--- src/rtl/priority_irq_encoder_pkg.sv ---
`default_nettype none
// ============================================================================
//  Module      : priority_irq_encoder_pkg
//  Description : Shared sizes, FSM state type and reset constants for the
//                priority interrupt encoder.
//  Revision    : 1.0 - initial release
// ============================================================================
package priority_irq_encoder_pkg;

    localparam int NUM_REQ = 8;
    localparam int IDX_W   = 3;

    // Presentation FSM: one-bit encoding, IDLE is the reset state.
    typedef enum logic [0:0] {
        IDLE    = 1'b0,
        PRESENT = 1'b1
    } state_t;

    // Nothing pending out of reset; previous-sample register looks "all high"
    // so that only genuine falling edges are ever detected.
    localparam logic [NUM_REQ-1:0] c_PEND_RST   = '0;
    localparam logic [NUM_REQ-1:0] c_PREV_L_RST = '1;

endpackage
`default_nettype wire

--- src/rtl/priority_irq_encoder_prio_enc8.sv ---
`default_nettype none
// ============================================================================
//  Module      : prio_enc8
//  Description : Combinational highest-set-bit selector over an 8-bit vector.
//                Bit 7 has the highest priority.
//  Revision    : 1.0 - initial release
// ============================================================================
module prio_enc8
    import priority_irq_encoder_pkg::*;
(
    input  logic [NUM_REQ-1:0] i_vec,
    output logic [IDX_W-1:0]   o_idx,
    output logic               o_any
);

    // Scan upward so the highest set bit overwrites any lower one.
    always_comb begin
        o_idx = '0;
        for (int i = 0; i < NUM_REQ; i++) begin
            if (i_vec[i]) begin
                o_idx = IDX_W'(i);
            end
        end
    end

    assign o_any = |i_vec;

endmodule
`default_nettype wire

--- src/rtl/priority_irq_encoder.sv ---
`default_nettype none
// ============================================================================
//  Module      : priority_irq_encoder
//  Description : Edge-detecting priority interrupt encoder. Falling edges on
//                the active-low request lines set pending bits; the highest
//                pending request is presented (VALID/A_L/GS_L) and held until
//                ACK, which retires it. All outputs are registered.
//  Revision    : 1.0 - initial release
// ============================================================================
module priority_irq_encoder
    import priority_irq_encoder_pkg::*;
(
    input  logic               CLK,
    input  logic               RESET,
    input  logic               EI_L,
    input  logic [NUM_REQ-1:0] I_L,
    input  logic               ACK,
    output logic [IDX_W-1:0]   A_L,
    output logic               VALID,
    output logic               GS_L,
    output logic               EO_L
);

    state_t               r_state;
    state_t               w_state_nxt;

    logic [NUM_REQ-1:0]   r_prev_l;
    logic [NUM_REQ-1:0]   r_block;
    logic [NUM_REQ-1:0]   r_pend;
    logic [IDX_W-1:0]     r_idx;

    logic [NUM_REQ-1:0]   w_det;
    logic [NUM_REQ-1:0]   w_clr;
    logic [NUM_REQ-1:0]   w_pend_nxt;
    logic [IDX_W-1:0]     w_enc_idx;
    logic                 w_enc_any;
    logic                 w_start;
    logic                 w_ack_done;
    logic [IDX_W-1:0]     w_idx_nxt;

    logic                 w_valid_nxt;
    logic                 w_gs_l_nxt;
    logic [IDX_W-1:0]     w_a_l_nxt;
    logic                 w_eo_l_nxt;

    prio_enc8 u_prio_enc8 (
        .i_vec (r_pend),
        .o_idx (w_enc_idx),
        .o_any (w_enc_any)
    );

    // r_block masks lines that were low when reset was applied, so a line
    // held low across reset is not seen as a fresh request until it has
    // gone high at least once.
    assign w_det      = r_prev_l & ~I_L & ~r_block;
    assign w_ack_done = (r_state == PRESENT) && ACK;
    assign w_clr      = w_ack_done ? (NUM_REQ'(1) << r_idx) : '0;
    // OR-ing detection after the clear makes a same-edge re-request win.
    assign w_pend_nxt = (r_pend & ~w_clr) | w_det;
    assign w_start    = (r_state == IDLE) && !EI_L && w_enc_any;
    assign w_idx_nxt  = w_start ? w_enc_idx : r_idx;

    // Request capture: previous-sample, reset block mask, pending set, index.
    always_ff @(posedge CLK) begin
        if (RESET) begin
            r_prev_l <= c_PREV_L_RST;
            r_block  <= ~I_L;
            r_pend   <= c_PEND_RST;
            r_idx    <= '0;
        end else begin
            r_prev_l <= I_L;
            r_block  <= r_block & ~I_L;
            r_pend   <= w_pend_nxt;
            r_idx    <= w_idx_nxt;
        end
    end

    // FSM state register.
    always_ff @(posedge CLK) begin
        if (RESET) begin
            r_state <= IDLE;
        end else begin
            r_state <= w_state_nxt;
        end
    end

    // FSM next-state: EI_L only gates the start of a presentation.
    always_comb begin
        w_state_nxt = r_state;
        case (r_state)
            IDLE:    if (w_start)    w_state_nxt = PRESENT;
            PRESENT: if (w_ack_done) w_state_nxt = IDLE;
            default:                 w_state_nxt = IDLE;
        endcase
    end

    // FSM outputs, computed one edge early so the ports come from flops.
    always_comb begin
        w_valid_nxt = (w_state_nxt == PRESENT);
        w_gs_l_nxt  = !w_valid_nxt;
        w_a_l_nxt   = w_valid_nxt ? ~w_idx_nxt : '1;
        w_eo_l_nxt  = !(!EI_L && (r_pend == '0) && (r_state == IDLE));
    end

    // Output registers.
    always_ff @(posedge CLK) begin
        if (RESET) begin
            VALID <= 1'b0;
            GS_L  <= 1'b1;
            A_L   <= '1;
            EO_L  <= 1'b1;
        end else begin
            VALID <= w_valid_nxt;
            GS_L  <= w_gs_l_nxt;
            A_L   <= w_a_l_nxt;
            EO_L  <= w_eo_l_nxt;
        end
    end

endmodule
`default_nettype wire

--- config.mk ---
export PLATFORM = sky130hd
export DESIGN_NAME = priority_irq_encoder
export DESIGN_NICKNAME = d
export VERILOG_FILES = /design/src/rtl/priority_irq_encoder_pkg.sv /design/src/rtl/priority_irq_encoder_prio_enc8.sv /design/src/rtl/priority_irq_encoder.sv
export SDC_FILE = /design/constraint.sdc
export NUM_CORES = 1
export LEC_CHECK = 0
export CAP_MARGIN = 20
export CORE_MARGIN = 1
export CORE_UTILIZATION = 35
export DETAILED_ROUTE_END_ITERATION = 8
export PLACE_DENSITY = 0.58
export SETUP_SLACK_MARGIN = 0.1
export SLEW_MARGIN = 25
export SYNTH_ARGS = -nofsm -noshare
export SYNTH_HDL_FRONTEND = slang
export SYNTH_SLANG_ARGS = --single-unit
export TNS_END_PERCENT = 20
--- constraint.sdc ---
create_clock -name CLK -period 1.32 [get_ports CLK]
set_input_delay 0.264 -clock CLK [delete_from_list [all_inputs] [get_ports CLK]]
set_output_delay 0.264 -clock CLK [all_outputs]
set_load 0.01 [all_outputs]
==> results.toml <==
[pwr]
p_comb_frac = 0.143
power_uw = 2060
vdd_drop_max_mv = 0.741
pwr-share-seq = 0.549
p_leak_uw = 0.000597
powerDensity_nw_per_um2 = 1340
p_clk_frac = 0.308
p_int_uw = 1530
p_sw_uw = 526
swShare = 0.255

[cells_and_area]
layout_commonest_cell = "nor2_1"
mostFrequentLayoutCells = "27 x nor2_1, 26 x dfxtp_1, 11 x a21oi_1, 11 x clkdlybuf4s50_1, 9 x nand2_1"
drive_gt1_frac = 0.256
fin_nets = 167
syn_to_final_growth_pct = 29.2
n_antenna_cell = 0

[routing]
wirelength_um = 2170
drc = 0
wire_per_inst_um = 10.8
dr.pass1.iters = 4
vias = 932
drt-initial-drc-count = 42
vias_per_cell = 4.66
ant_nets = 0

[die]
initial_utilization = 0.380
die_w_um = 60.2
core_sq_um = 3130
die_y_um = 60.2
die-area_sq_um = 3630
io_pins = 18
rows = 20

[timing]
fin_ws_ns = 0.0478
finalHoldViolations = 0
setup_viol = 0
fmax_ghz = 0.786
grt_setup_unrepaired = "yes"
period_minus_slack_ns = 1.27
fin_crit_sh = 0.964
skew_ns = 0.00546
slew_viol_final = 0
slew_headroom = 0.728
worstMarginPinSlew_ns = 0.405

[grt]
grt_pass1_wl_um = 3590
first_global_vias = 863
grt_max_degree = 17
antenna_found_initial = 0
overflow = 0
grt_usage = 0.141

[clock_tree]
path_clk_slew_ns = 0.09
cts_hold_buf = 0
cts_root_buf = "clkbuf_4"
cts_htree_levels = 2
cts.sinks = 33
clockBufferDepth = 2
worstSkewPairLatency_ns = 0.33
cts_buffers = 5
cts_tree = "yes"

[worst_setup_path]
critical-path-max-stage-delay_ns = 0.44
cp_cell_sequence = "nor4_4, a211oi_4, o311a_2, nor3_2"
worstPathArrival_ns = 1.53
worstPathMaxFanout = 7
worstPathRequired_ns = 1.58
end_kind = "flip-flop"
worst_path_max_delay_cell = "nor4_4"
startpoint_type = "flip-flop"
cp.buffers_inverters = 0
path_delay_family = "simple AND/OR/NAND/NOR gates"
path_class = "reg -> reg"

[placed_design]
place.gp.congestion = 0.851
place_ws_ns = -0.240
io_buffer_count = 17
hpwl_um = 1540

[min_path]
hold_class = "reg -> reg"

[synth]
syn_nets = 139
yosysWarningCount = 0
synthArstFlopShare = 0
ys_seq_area_frac = 0.556
synth_edf_count = 0
syn_area_per_cell_sq_um = 9.35
syn_inst = 127
mappedNetlistArea_sq_um = 1190
synth-main-ff-cell = "dfxtp_1"
yosysUniqueCellTypes = 27
ys_seq_elements = 33

[outcome]
status = "completed"

[flow_run]
maxCapViolations = 0
[area by class of cell]
cell class              instances  area, sq um
fillers                       306         1590
flip-flops and latches         33          672
multi-input cells              87          509
repair buffers                 24          213
clock buffers                   7         65.1
well taps                      44         55.1
inverters                       4         15.0
clock inverters                 1         5.00
[synthesized netlist by cell type, drive strengths merged (2+ instances only)]
master  instances  area share
nor2           27       0.085
nor3            2       0.013
dfxtp          33        0.56
nand2           9       0.028
a32oi           2       0.015
buf             2      0.0074
o21ai           9       0.041
nand2b          2       0.011
nand3           2      0.0084
nor4            2       0.036
o31ai           4       0.025
a21oi          12       0.054
or2             8       0.042
inv             4       0.013
[repair_timing]
item                       4_1_cts  5_1_grt
setup buffers                    0        1
gates resized for setup         12        7
setup endpoints to repair       11        8
pin swaps                        5        4
[sequential cells by signal, indices dropped and copies added, names as in the netlist, named ones only]
register,flops
EO_L,1
VALID,1
A_L,3
r_idx,1
r_block,8
r_pend,8
GS_L,1
r_prev_l,8
[routing by layer]
| metal | share of wire | GRT usage | vias to the layer above | wire length (um) |
|---|---|---|---|---|
| met4 | 0.012 | 0.0731 | 0 | 27 |
| met5 | 0 | 0 | - | 0 |
| met2 | 0.45 | 0.220 | 19 | 985 |
| met1 | 0.48 | 0.161 | 420 | 1040 |
| li1 | - | - | 488 | - |
| met3 | 0.055 | 0.0649 | 5 | 119 |
[tightest hold or removal path: stages (launching register included)]
cell and delay [ns]:
dfxtp_1 0.31, nand2_1 0.05, a21oi_1 0.05
[worst paths after layout]
check	start	cells past startpoint	to	slack, ns
setup / recovery	r_pend[2]$_SDFF_PP0_	4	flip-flop	0.05
hold / removal	r_prev_l[5]$_SDFF_PP1_	2	r_pend[5]$_SDFF_PP0_	0.44
setup reg to reg	r_pend[2]$_SDFF_PP0_	4	flip-flop	0.05
hold reg to reg	r_prev_l[5]$_SDFF_PP1_	2	r_pend[5]$_SDFF_PP0_	0.44
[power by group through the flow]
stage | sequential (uW) | clock [uW] | combinational [uW]
after CTS | 1130 | 651 | 287
after floorplan | 1150 | 0 | 163
final | 1130 | 635 | 295
after detailed placement | 1150 | 0 | 295
after global placement | 1150 | 0 | 286
after global routing | 1140 | 701 | 330
[kinds of logic after synthesis]
kind of cell	synth area share
simple gates	0.247
buf+inv	0.0232
compound gates	0.174
flops	0.556
[through the flow]
stage	cells	utilization	TNS (ns)	hold WS, ns	area [sq um]
floorplan	127	-	0	0.336	1190
global placement	191	0.462	-1.52	0.432	1450
detailed placement	191	0.462	-1.91	0.436	1450
CTS	199	0.484	0	0.447	1520
global route	200	0.490	-0.0553	0.462	1530
finish	200	0.490	0	0.438	1530
Power figures use the tool's default switching activity.
